[src/rtl/pce_cd_phase_sequencer.sv]
// PC Engine CD-ROM target-side SCSI phase sequencer: collects a command, streams
// backend data bytes, then returns status and message over a REQ/ACK byte handshake.
//
// state     | meaning
// BUS_FREE  | idle, waiting for host select
// COMMAND   | collecting command bytes from the host
// WAIT_RESP | command handed off, waiting for the backend response
// DATA_IN   | streaming backend bytes to the host
// STATUS    | presenting the latched SCSI status byte
// MSG_IN    | presenting the COMMAND COMPLETE message byte
module pce_cd_phase_sequencer #(
    parameter int unsigned CMD_MAX  = 12,
    parameter int unsigned LEN_W    = 16,
    parameter logic [7:0]  MSG_BYTE = 8'h00
) (
    input  logic                 clk,
    input  logic                 reset,
    input  logic                 sel_i,
    input  logic                 ack_i,
    input  logic [7:0]           host_data_i,
    output logic [7:0]           cd_status_o,
    output logic [7:0]           phase_o,
    output logic [7:0]           bus_data_o,
    output logic                 cmd_valid_o,
    output logic [CMD_MAX*8-1:0] cmd_bytes_o,
    output logic [3:0]           cmd_len_o,
    input  logic                 resp_valid_i,
    input  logic [LEN_W-1:0]     resp_len_i,
    input  logic [7:0]           resp_status_i,
    input  logic                 din_valid_i,
    input  logic [7:0]           din_i,
    output logic                 din_ready_o
);

    typedef enum logic [2:0] {
        S_BUS_FREE,
        S_COMMAND,
        S_WAIT_RESP,
        S_DATA_IN,
        S_STATUS,
        S_MSG_IN
    } state_t;

    localparam logic [LEN_W-1:0] LEN_ONE = {{(LEN_W-1){1'b0}}, 1'b1};

    state_t               state_q, state_d;
    logic                 req_q, req_d;
    logic [3:0]           cnt_q, cnt_d;
    logic [3:0]           need_q, need_d;
    logic [LEN_W-1:0]     len_q, len_d;
    logic [7:0]           stat_q, stat_d;
    logic [7:0]           data_q, data_d;
    logic [CMD_MAX*8-1:0] cmd_bytes_q, cmd_bytes_d;
    logic [3:0]           cmd_len_q, cmd_len_d;
    logic                 cmd_valid_q, cmd_valid_d;

    logic [3:0] need_cur;
    logic       cmd_last;
    logic [7:0] ctl;

    function automatic logic [3:0] cdb_len(input logic [2:0] grp);
        case (grp)
            3'd0:       cdb_len = 4'd6;
            3'd1, 3'd2: cdb_len = 4'd10;
            3'd5:       cdb_len = 4'd12;
            default:    cdb_len = 4'd6;
        endcase
    endfunction

    // The length is only known once byte 0 arrives, so decode it straight off the bus then.
    assign need_cur = (cnt_q == 4'd0) ? cdb_len(host_data_i[7:5]) : need_q;
    assign cmd_last = (cnt_q + 4'd1) == need_cur;

    always_ff @(posedge clk) begin
        if (reset) begin
            state_q     <= S_BUS_FREE;
            req_q       <= 1'b0;
            cnt_q       <= '0;
            need_q      <= '0;
            len_q       <= '0;
            stat_q      <= '0;
            data_q      <= '0;
            cmd_bytes_q <= '0;
            cmd_len_q   <= '0;
            cmd_valid_q <= 1'b0;
        end else begin
            state_q     <= state_d;
            req_q       <= req_d;
            cnt_q       <= cnt_d;
            need_q      <= need_d;
            len_q       <= len_d;
            stat_q      <= stat_d;
            data_q      <= data_d;
            cmd_bytes_q <= cmd_bytes_d;
            cmd_len_q   <= cmd_len_d;
            cmd_valid_q <= cmd_valid_d;
        end
    end

    always_comb begin
        state_d     = state_q;
        req_d       = req_q;
        cnt_d       = cnt_q;
        need_d      = need_q;
        len_d       = len_q;
        stat_d      = stat_q;
        data_d      = data_q;
        cmd_bytes_d = cmd_bytes_q;
        cmd_len_d   = cmd_len_q;
        cmd_valid_d = 1'b0;

        case (state_q)
            S_BUS_FREE: begin
                if (sel_i) begin
                    state_d     = S_COMMAND;
                    req_d       = 1'b1;
                    cnt_d       = '0;
                    cmd_bytes_d = '0;
                end
            end
            S_COMMAND: begin
                // REQ low for exactly one cycle after each ACK, then re-raised.
                if (!req_q) begin
                    req_d = 1'b1;
                end else if (ack_i) begin
                    req_d = 1'b0;
                    cmd_bytes_d[cnt_q*8 +: 8] = host_data_i;
                    if (cnt_q == 4'd0) need_d = need_cur;
                    if (cmd_last) begin
                        state_d     = S_WAIT_RESP;
                        cmd_valid_d = 1'b1;
                        cmd_len_d   = need_cur;
                        cnt_d       = '0;
                    end else begin
                        cnt_d = cnt_q + 4'd1;
                    end
                end
            end
            S_WAIT_RESP: begin
                if (resp_valid_i) begin
                    stat_d  = resp_status_i;
                    len_d   = resp_len_i;
                    state_d = (resp_len_i == '0) ? S_STATUS : S_DATA_IN;
                end
            end
            S_DATA_IN: begin
                // In this phase REQ doubles as the "byte held" flag.
                if (!req_q) begin
                    if (din_valid_i) begin
                        data_d = din_i;
                        req_d  = 1'b1;
                    end
                end else if (ack_i) begin
                    req_d = 1'b0;
                    len_d = len_q - LEN_ONE;
                    if (len_q == LEN_ONE) state_d = S_STATUS;
                end
            end
            S_STATUS: begin
                if (!req_q) begin
                    req_d = 1'b1;
                end else if (ack_i) begin
                    req_d   = 1'b0;
                    state_d = S_MSG_IN;
                end
            end
            S_MSG_IN: begin
                if (!req_q) begin
                    req_d = 1'b1;
                end else if (ack_i) begin
                    req_d   = 1'b0;
                    state_d = S_BUS_FREE;
                end
            end
            default: begin
                state_d = S_BUS_FREE;
                req_d   = 1'b0;
            end
        endcase
    end

    always_comb begin
        ctl        = 8'h00;
        phase_o    = 8'h00;
        bus_data_o = data_q;
        case (state_q)
            S_COMMAND:   begin ctl = 8'h90; phase_o = 8'h01; end
            S_WAIT_RESP: begin ctl = 8'h90; phase_o = 8'h01; end
            S_DATA_IN:   begin ctl = 8'h88; phase_o = 8'h02; end
            S_STATUS:    begin ctl = 8'h98; phase_o = 8'h08; bus_data_o = stat_q; end
            S_MSG_IN:    begin ctl = 8'hB8; phase_o = 8'h10; bus_data_o = MSG_BYTE; end
            default:     begin ctl = 8'h00; phase_o = 8'h00; end
        endcase
    end

    assign cd_status_o = ctl | {1'b0, req_q, 6'b000000};
    assign din_ready_o = (state_q == S_DATA_IN) && !req_q;
    assign cmd_valid_o = cmd_valid_q;
    assign cmd_bytes_o = cmd_bytes_q;
    assign cmd_len_o   = cmd_len_q;

endmodule
[config.mk]
export PLATFORM = sky130hd
export DESIGN_NAME = pce_cd_phase_sequencer
export DESIGN_NICKNAME = d
export VERILOG_FILES = /design/src/rtl/pce_cd_phase_sequencer.sv
export SDC_FILE = /design/constraint.sdc
export NUM_CORES = 1
export LEC_CHECK = 0
export ABC_AREA = 1
export CORE_MARGIN = 5
export CORE_UTILIZATION = 45
export DETAILED_ROUTE_END_ITERATION = 16
export GPL_TIMING_DRIVEN = 0
export PLACE_DENSITY = 0.81
export SYNTH_ARGS = -nofsm -noshare
export SYNTH_HDL_FRONTEND = slang
export SYNTH_SLANG_ARGS = --single-unit
[constraint.sdc]
create_clock -name clk -period 2.2 [get_ports clk]
set_input_delay 0.66 -clock clk [delete_from_list [all_inputs] [get_ports clk]]
set_output_delay 0.66 -clock clk [all_outputs]
set_load 0.01 [all_outputs]
==> impl_metrics.tcl, run 1 <==
set metrics [dict create \
    status "finished with violations" \
    violations "setup timing" \
    num-nets-final 1267 \
    clk_latency_ps 430 \
    slew_headroom 0.491 \
    grt_pass1_vias 7275 \
    ir_drop_mv 0.704 \
    r2r_cells 10 \
    avgViaCountPerCell 5.55 \
    reg2reg_from "state_q[1]$_SDFFE_PP0P_" \
    fmax_mhz 436 \
    post-route-period-util 1.04 \
    routedWlPerCell_um 17.0 \
    grt_max_degree 17 \
    r2r_setup_slack_ps -50 \
    power_density_nw_per_um2 996 \
    crit_path_end_kind "output port" \
    netlist_area_um2 6800 \
    gp_congestion 0.951 \
    cp_max_fo 10 \
    drv_cap 0 \
    final_cell_mix "nand2_1 (231), clkdlybuf4s50_1 (146), dfxtp_1 (138)" \
    hp-class "reg2reg" \
    cp-start-kind "flop" \
    synth.top_cell.area_share 0.427 \
    met1Wirelength_um 10100 \
    dieArea_um2 17700 \
    die_y_um 133 \
    clk_pin_slew_worst_paths_ps 60 \
    rows 45 \
    hpwl_um 16400 \
    cts_sinks 145 \
    avgSynthCellArea_um2 6.86 \
    cts-root-buf "clkbuf_16" \
    clockBufferDepth 2 \
    hold_slack_ps 447 \
    finalCriticalPeriod_ps 2290 \
    diodes 0 \
    cts_buffers 17 \
    synth_seq_cells 145 \
    num_vias 7854 \
    cts_tree "built" \
    fin_cells 1416 \
    dpl.cell_count 1349 \
    final_area_um2 10100 \
    fill_cells 1209 \
    wl_met3_um 2210 \
    crit_path_start "state_q[0]$_SDFFE_PP0P_" \
    skew_ps 12.8 \
    ys_seq_area_frac 0.427 \
    ys_top_cells_by_area "dfxtp_1 (43%), nand2_1 (14%), a21oi_1 (10%)" \
    synth_edf_count 0 \
    required_ps 1540 \
    grtUsageTotal 0.262 \
    setup_viol 6 \
    die_x_um 133 \
    grt_pass1_wl_um 37400 \
    ys_async_sr_fraction 0 \
    synthToLayoutAreaGrowth_pct 48.9 \
    finalMaxSlewViolations 0 \
    synthFlopType "dfxtp_1" \
    tightestPinTransition_ps 764 \
    r2r-end "cmd_bytes_o[60]$_SDFFE_PP0P_" \
    postRouteWirelength_um 24100 \
    final_layout_size_suffix_gt1_frac 0.175 \
    path_class "reg2out" \
    synth_cell_types 34 \
    min_from "cmd_bytes_o[60]$_SDFFE_PP0P_" \
    netlist_instances 991 \
    routed-wl-met2_um 11000 \
    drt_iter0_markers 865 \
    start_util 0.452 \
    finalHoldViolCount 0 \
    yosysTopAreaCell "dfxtp_1" \
    setup_ws_ps -94.4 \
    hold_depth 2 \
    io_buffers 164 \
    drc_errors 0 \
    grt.overflow.total 0 \
    cts.htree.levels 4 \
    worst_ep_arrival_time_ps 1630 \
    postRouteAntennaNets 0 \
    dr.max_layer_used "met4" \
    rsz0062_at_grt "true" \
    leakage_nw 3.81 \
    yosys_warnings 0 \
    antenna_found_initial 0 \
    dpl-instance-area_um2 8700 \
    drt_first_pass_iters 5 \
    endpoint "cd_status_o[7]" \
    ios 172 \
    core_area_um2 15000 \
    final_common_cell "nand2_1" \
]
## worst min-delay path by stage
stage / slack (ps) / endpoint
final: 450 / cmd_bytes_o[60]$_SDFFE_PP0P_
after global routing: 480 / stat_q[1]$_SDFFE_PP0P_
after CTS: 450 / cmd_bytes_o[60]$_SDFFE_PP0P_
after detailed placement: 440 / cmd_bytes_o[60]$_SDFFE_PP0P_
after global placement: 440 / stat_q[4]$_SDFFE_PP0P_
after floorplan: 420 / stat_q[0]$_SDFFE_PP0P_
## cell usage after synthesis, drive strengths merged, types with 2 or more instances
library cell	number
xor2	3
nand3	89
nor4	3
nor3	28
o21ai	60
clkbuf	26
a21oi	140
a211oi	6
nand2	247
ha	5
buf	21
clkinv	2
nor2	103
o211ai	3
nand4	9
xnor2	3
dfxtp	145
o31ai	2
inv	88
a31oi	4
## worst max-delay path, stage by stage (launching register included)
cell and delay (ps):
dfxtp_4 390, inv_6 50, nor3_4 260, inv_2 80, clkbuf_4 200, nand4_1 80
buf_2 140
## per-layer routing
layer,GRT usage,vias up
li1,-,3713
met1,0.350,3630
met2,0.408,430
met3,0.0616,81
met4,0.107,0
met5,0,-
## registers in the layout, summed over array words and instances, names as in the netlist
register	count
cmd_valid_o	1
cnt_q	4
cmd_len_o	4
need_q	4
len_q	16
req_q	1
data_q	8
state_q	3
cmd_bytes_o	96
stat_q	8
## per-stage QoR
step | total power, W | setup slack, ps | TNS, ps | util
3_5_place_dp | 0.00623 | -583 | -52300 | 0.579
4_1_cts | 0.00969 | -41.5 | -46.4 | 0.654
2_1_floorplan | 0.00515 | 18.9 | 0 | -
3_3_place_gp | 0.00620 | -568 | -50830 | 0.579
6_report | 0.0101 | -94.4 | -317 | 0.674
5_1_grt | 0.0106 | -123 | -2890 | 0.674
## cell type report
cell class	count	area, µm²	share of cell area
Multi-Input combinational cell	716	3780	0.373
Clock buffer	20	467	0.0461
Timing Repair inverter	1	8.76	0.000865
Tap cell	188	235	0.0232
Sequential cell	145	2920	0.288
Inverter	90	362	0.0357
Timing Repair Buffer	199	1900	0.187
Clock inverter	11	151	0.0149
Buffer	46	314	0.0310
## kinds of logic after synthesis
family / after synthesis / synth area share
flip-flops: 145 / 0.427
AO/OA/AOI/OAI: 217 / 0.168
AND/OR/NAND/NOR: 480 / 0.303
XOR/XNOR: 6 / 0.00773
adder cells (fa/ha/maj): 5 / 0.00920
buffers and inverters: 137 / 0.0855
other: 1 / 0.000551
## where the power goes
part | total [W] | switching [W] | internal [W]
Sequential | 0.00305 | 0.000184 | 0.00287
Combinational | 0.00401 | 0.00257 | 0.00144
Clock | 0.00303 | 0.00115 | 0.00188
Total | 0.0101 | 0.00390 | 0.00618
## what timing repair did
item | 4_1_cts | 5_1_grt
gates resized for setup | 172 | 52
pin swaps | 17 | 13
hold buffers | 0 | 0
setup endpoints to repair | 126 | 110
cloned | 2 | 0
buffers inserted | 23 | 13
Power figures use the tool's default switching activity.
==> run 2, diff against run 1 <==
--- a/config.mk
+++ b/config.mk
@@ -6,11 +6,13 @@
 export NUM_CORES = 1
 export LEC_CHECK = 0
 export ABC_AREA = 1
+export CELL_PAD_IN_SITES_DETAIL_PLACEMENT = 0
+export CELL_PAD_IN_SITES_GLOBAL_PLACEMENT = 1
 export CORE_MARGIN = 5
-export CORE_UTILIZATION = 45
+export CORE_UTILIZATION = 31
 export DETAILED_ROUTE_END_ITERATION = 16
 export GPL_TIMING_DRIVEN = 0
-export PLACE_DENSITY = 0.81
+export PLACE_DENSITY = 0.8
 export SYNTH_ARGS = -nofsm -noshare
 export SYNTH_HDL_FRONTEND = slang
 export SYNTH_SLANG_ARGS = --single-unit
==> run 2 against run 1 <==
Compared with the run above:
- the run still ends with setup timing left
- via count shrank 5.0%
- total power shrank 2.4%
- non-clock buffer count is the same
- register-to-register slack gained 100 ps
- highest routed layer unchanged
==> impl_metrics.tcl, run 2 (synthesized netlist as in run 1, its figures left out) <==
set metrics [dict create \
    status "finished with violations" \
    violations "setup timing" \
    antenna_found_initial 0 \
    finalHoldViolCount 0 \
    finalMaxSlewViolations 0 \
    num-nets-final 1266 \
    path_class "reg2out" \
    setup_ws_ps -9.52 \
    finalCriticalPeriod_ps 2210 \
    skew_ps 9.99 \
    io_buffers 164 \
    hpwl_um 18100 \
    gp_congestion 0.888 \
    rsz0062_at_grt "true" \
    rows 54 \
    post-route-period-util 1.00 \
    cts_sinks 145 \
    drc_errors 0 \
    final_common_cell "nand2_1" \
    die_x_um 158 \
    drt_iter0_markers 500 \
    setup_viol 6 \
    grt_pass1_vias 6916 \
    fill_cells 2173 \
    die_y_um 158 \
    fmax_mhz 453 \
    tightestPinTransition_ps 743 \
    avgViaCountPerCell 4.95 \
    dieArea_um2 25000 \
    cts.htree.levels 4 \
    clockBufferDepth 2 \
    grtUsageTotal 0.190 \
    leakage_nw 3.82 \
    cp-start-kind "flop" \
    required_ps 1540 \
    cp_max_fo 4 \
    power_density_nw_per_um2 960 \
    diodes 0 \
    seqPwrFrac 0.311 \
    slew_headroom 0.505 \
    grt_max_degree 17 \
    crit_path_end_kind "output port" \
    num_vias 7463 \
    routedWlPerCell_um 16.3 \
    core_area_um2 21700 \
    dp_slack_ps -573 \
    grt_pass1_wl_um 37200 \
    p_int_w 0.00594 \
    fin_cells 1508 \
    cts-root-buf "clkbuf_16" \
    clkPwrFrac 0.290 \
    ir_drop_mv 0.559 \
    postLayoutCoreUtil 0.473 \
    postRouteWirelength_um 24500 \
    final_cell_mix "nand2_1 (226), clkdlybuf4s50_1 (147), dfxtp_1 (139)" \
    dpl.cell_count 1441 \
    final_layout_size_suffix_gt1_frac 0.186 \
    postRouteAntennaNets 0 \
    start_util 0.314 \
    worst_ep_arrival_time_ps 1550 \
    switchingPower_w 0.00391 \
    synthToLayoutAreaGrowth_pct 50.8 \
    cts_tree "built" \
    grt.overflow.total 0 \
    drv_cap 0 \
    clk_pin_slew_worst_paths_ps 60 \
    combPwrFrac 0.399 \
    clk_latency_ps 430 \
    p_sw_frac 0.397 \
    drt_first_pass_iters 7 \
    hp-class "reg2reg" \
    ios 172 \
    cts_buffers 17 \
    largest_reg_flops 96 \
]
==> run 2: cell types whose count changed in the layout (fill, tap and decap cells not counted), sizes merged <==
cell           before  now
clkbuf             46   42
nor2              104  103
clkdlybuf4s50     146  147
clkdlybuf4s15       1    0
buf                69   74
dlymetal6s2s        1    0
bufinv              3    1
inv                91   94
==> run 2: stage by stage <==
step,TNS (ps),total power (W),hold slack [ps],instance area [µm²]
finish,-38.2,0.00984,449,10300
detailed placement,-53580,0.00630,443,8820
global placement,-54810,0.00630,435,8820
CTS,-6160,0.00946,452,9790
global route,-1560,0.0104,472,10300
floorplan,0,0.00515,425,6830
==> run 2: worst paths after layout <==
| check | startpoint | endpoint | slack, ps | cells past startpoint |
|---|---|---|---|---|
| worst max-delay path | state_q[1]$_SDFFE_PP0P_ | cd_status_o[7] | -10 | 6 |
| worst min-delay path | stat_q[4]$_SDFFE_PP0P_ | stat_q[4]$_SDFFE_PP0P_ | 450 | 2 |
| worst max register to register | cnt_q[0]$_SDFFE_PP0P_ | cmd_bytes_o[48]$_SDFFE_PP0P_ | 50 | 14 |
| worst min register to register | stat_q[4]$_SDFFE_PP0P_ | stat_q[4]$_SDFFE_PP0P_ | 450 | 2 |
==> run 2: area by class of cell <==
type                       count  area [µm²]  share of cell area
sequential                   145        2920               0.284
timing repair buffer         201        1940               0.189
multi-input combinational    715        3800               0.370
inverter                      90         362              0.0353
tap                          280         350              0.0342
timing repair inverter         1        8.76            0.000854
clock buffer                  20         457              0.0445
clock inverter                12         121              0.0118
buffer                        44         307              0.0299
==> run 2: worst max-delay path, stage by stage, from the launching register on <==
cell and delay (ps):
dfxtp_4 400, inv_6 50, nor3_4 230, inv_2 90, buf_8 120, nand4_1 90
buf_2 140
==> run 2: what timing repair did <==
action | 4_1_cts | 5_1_grt
setup buffers | 17 | 21
gates cloned | 1 | 0
endpoints found under the setup margin | 126 | 123
hold buffers | 0 | 0
pin swaps | 6 | 21
gates resized for setup | 153 | 91
==> run 2: metal layers <==
metal / GRT usage / share of wire / vias to the layer above
li1: - / - / 3710
met1: 0.267 / 0.47 / 3451
met2: 0.289 / 0.44 / 254
met3: 0.0394 / 0.067 / 48
met4: 0.0703 / 0.024 / 0
met5: 0 / 0 / -
==> run 2: power groups by stage <==
stage / clock, W / combinational, W / sequential (W)
after CTS: 0.00290 / 0.00351 / 0.00305
after detailed placement: 0 / 0.00321 / 0.00308
after global routing: 0.00300 / 0.00433 / 0.00309
after floorplan: 0 / 0.00207 / 0.00308
after global placement: 0 / 0.00321 / 0.00308
final: 0.00285 / 0.00393 / 0.00306
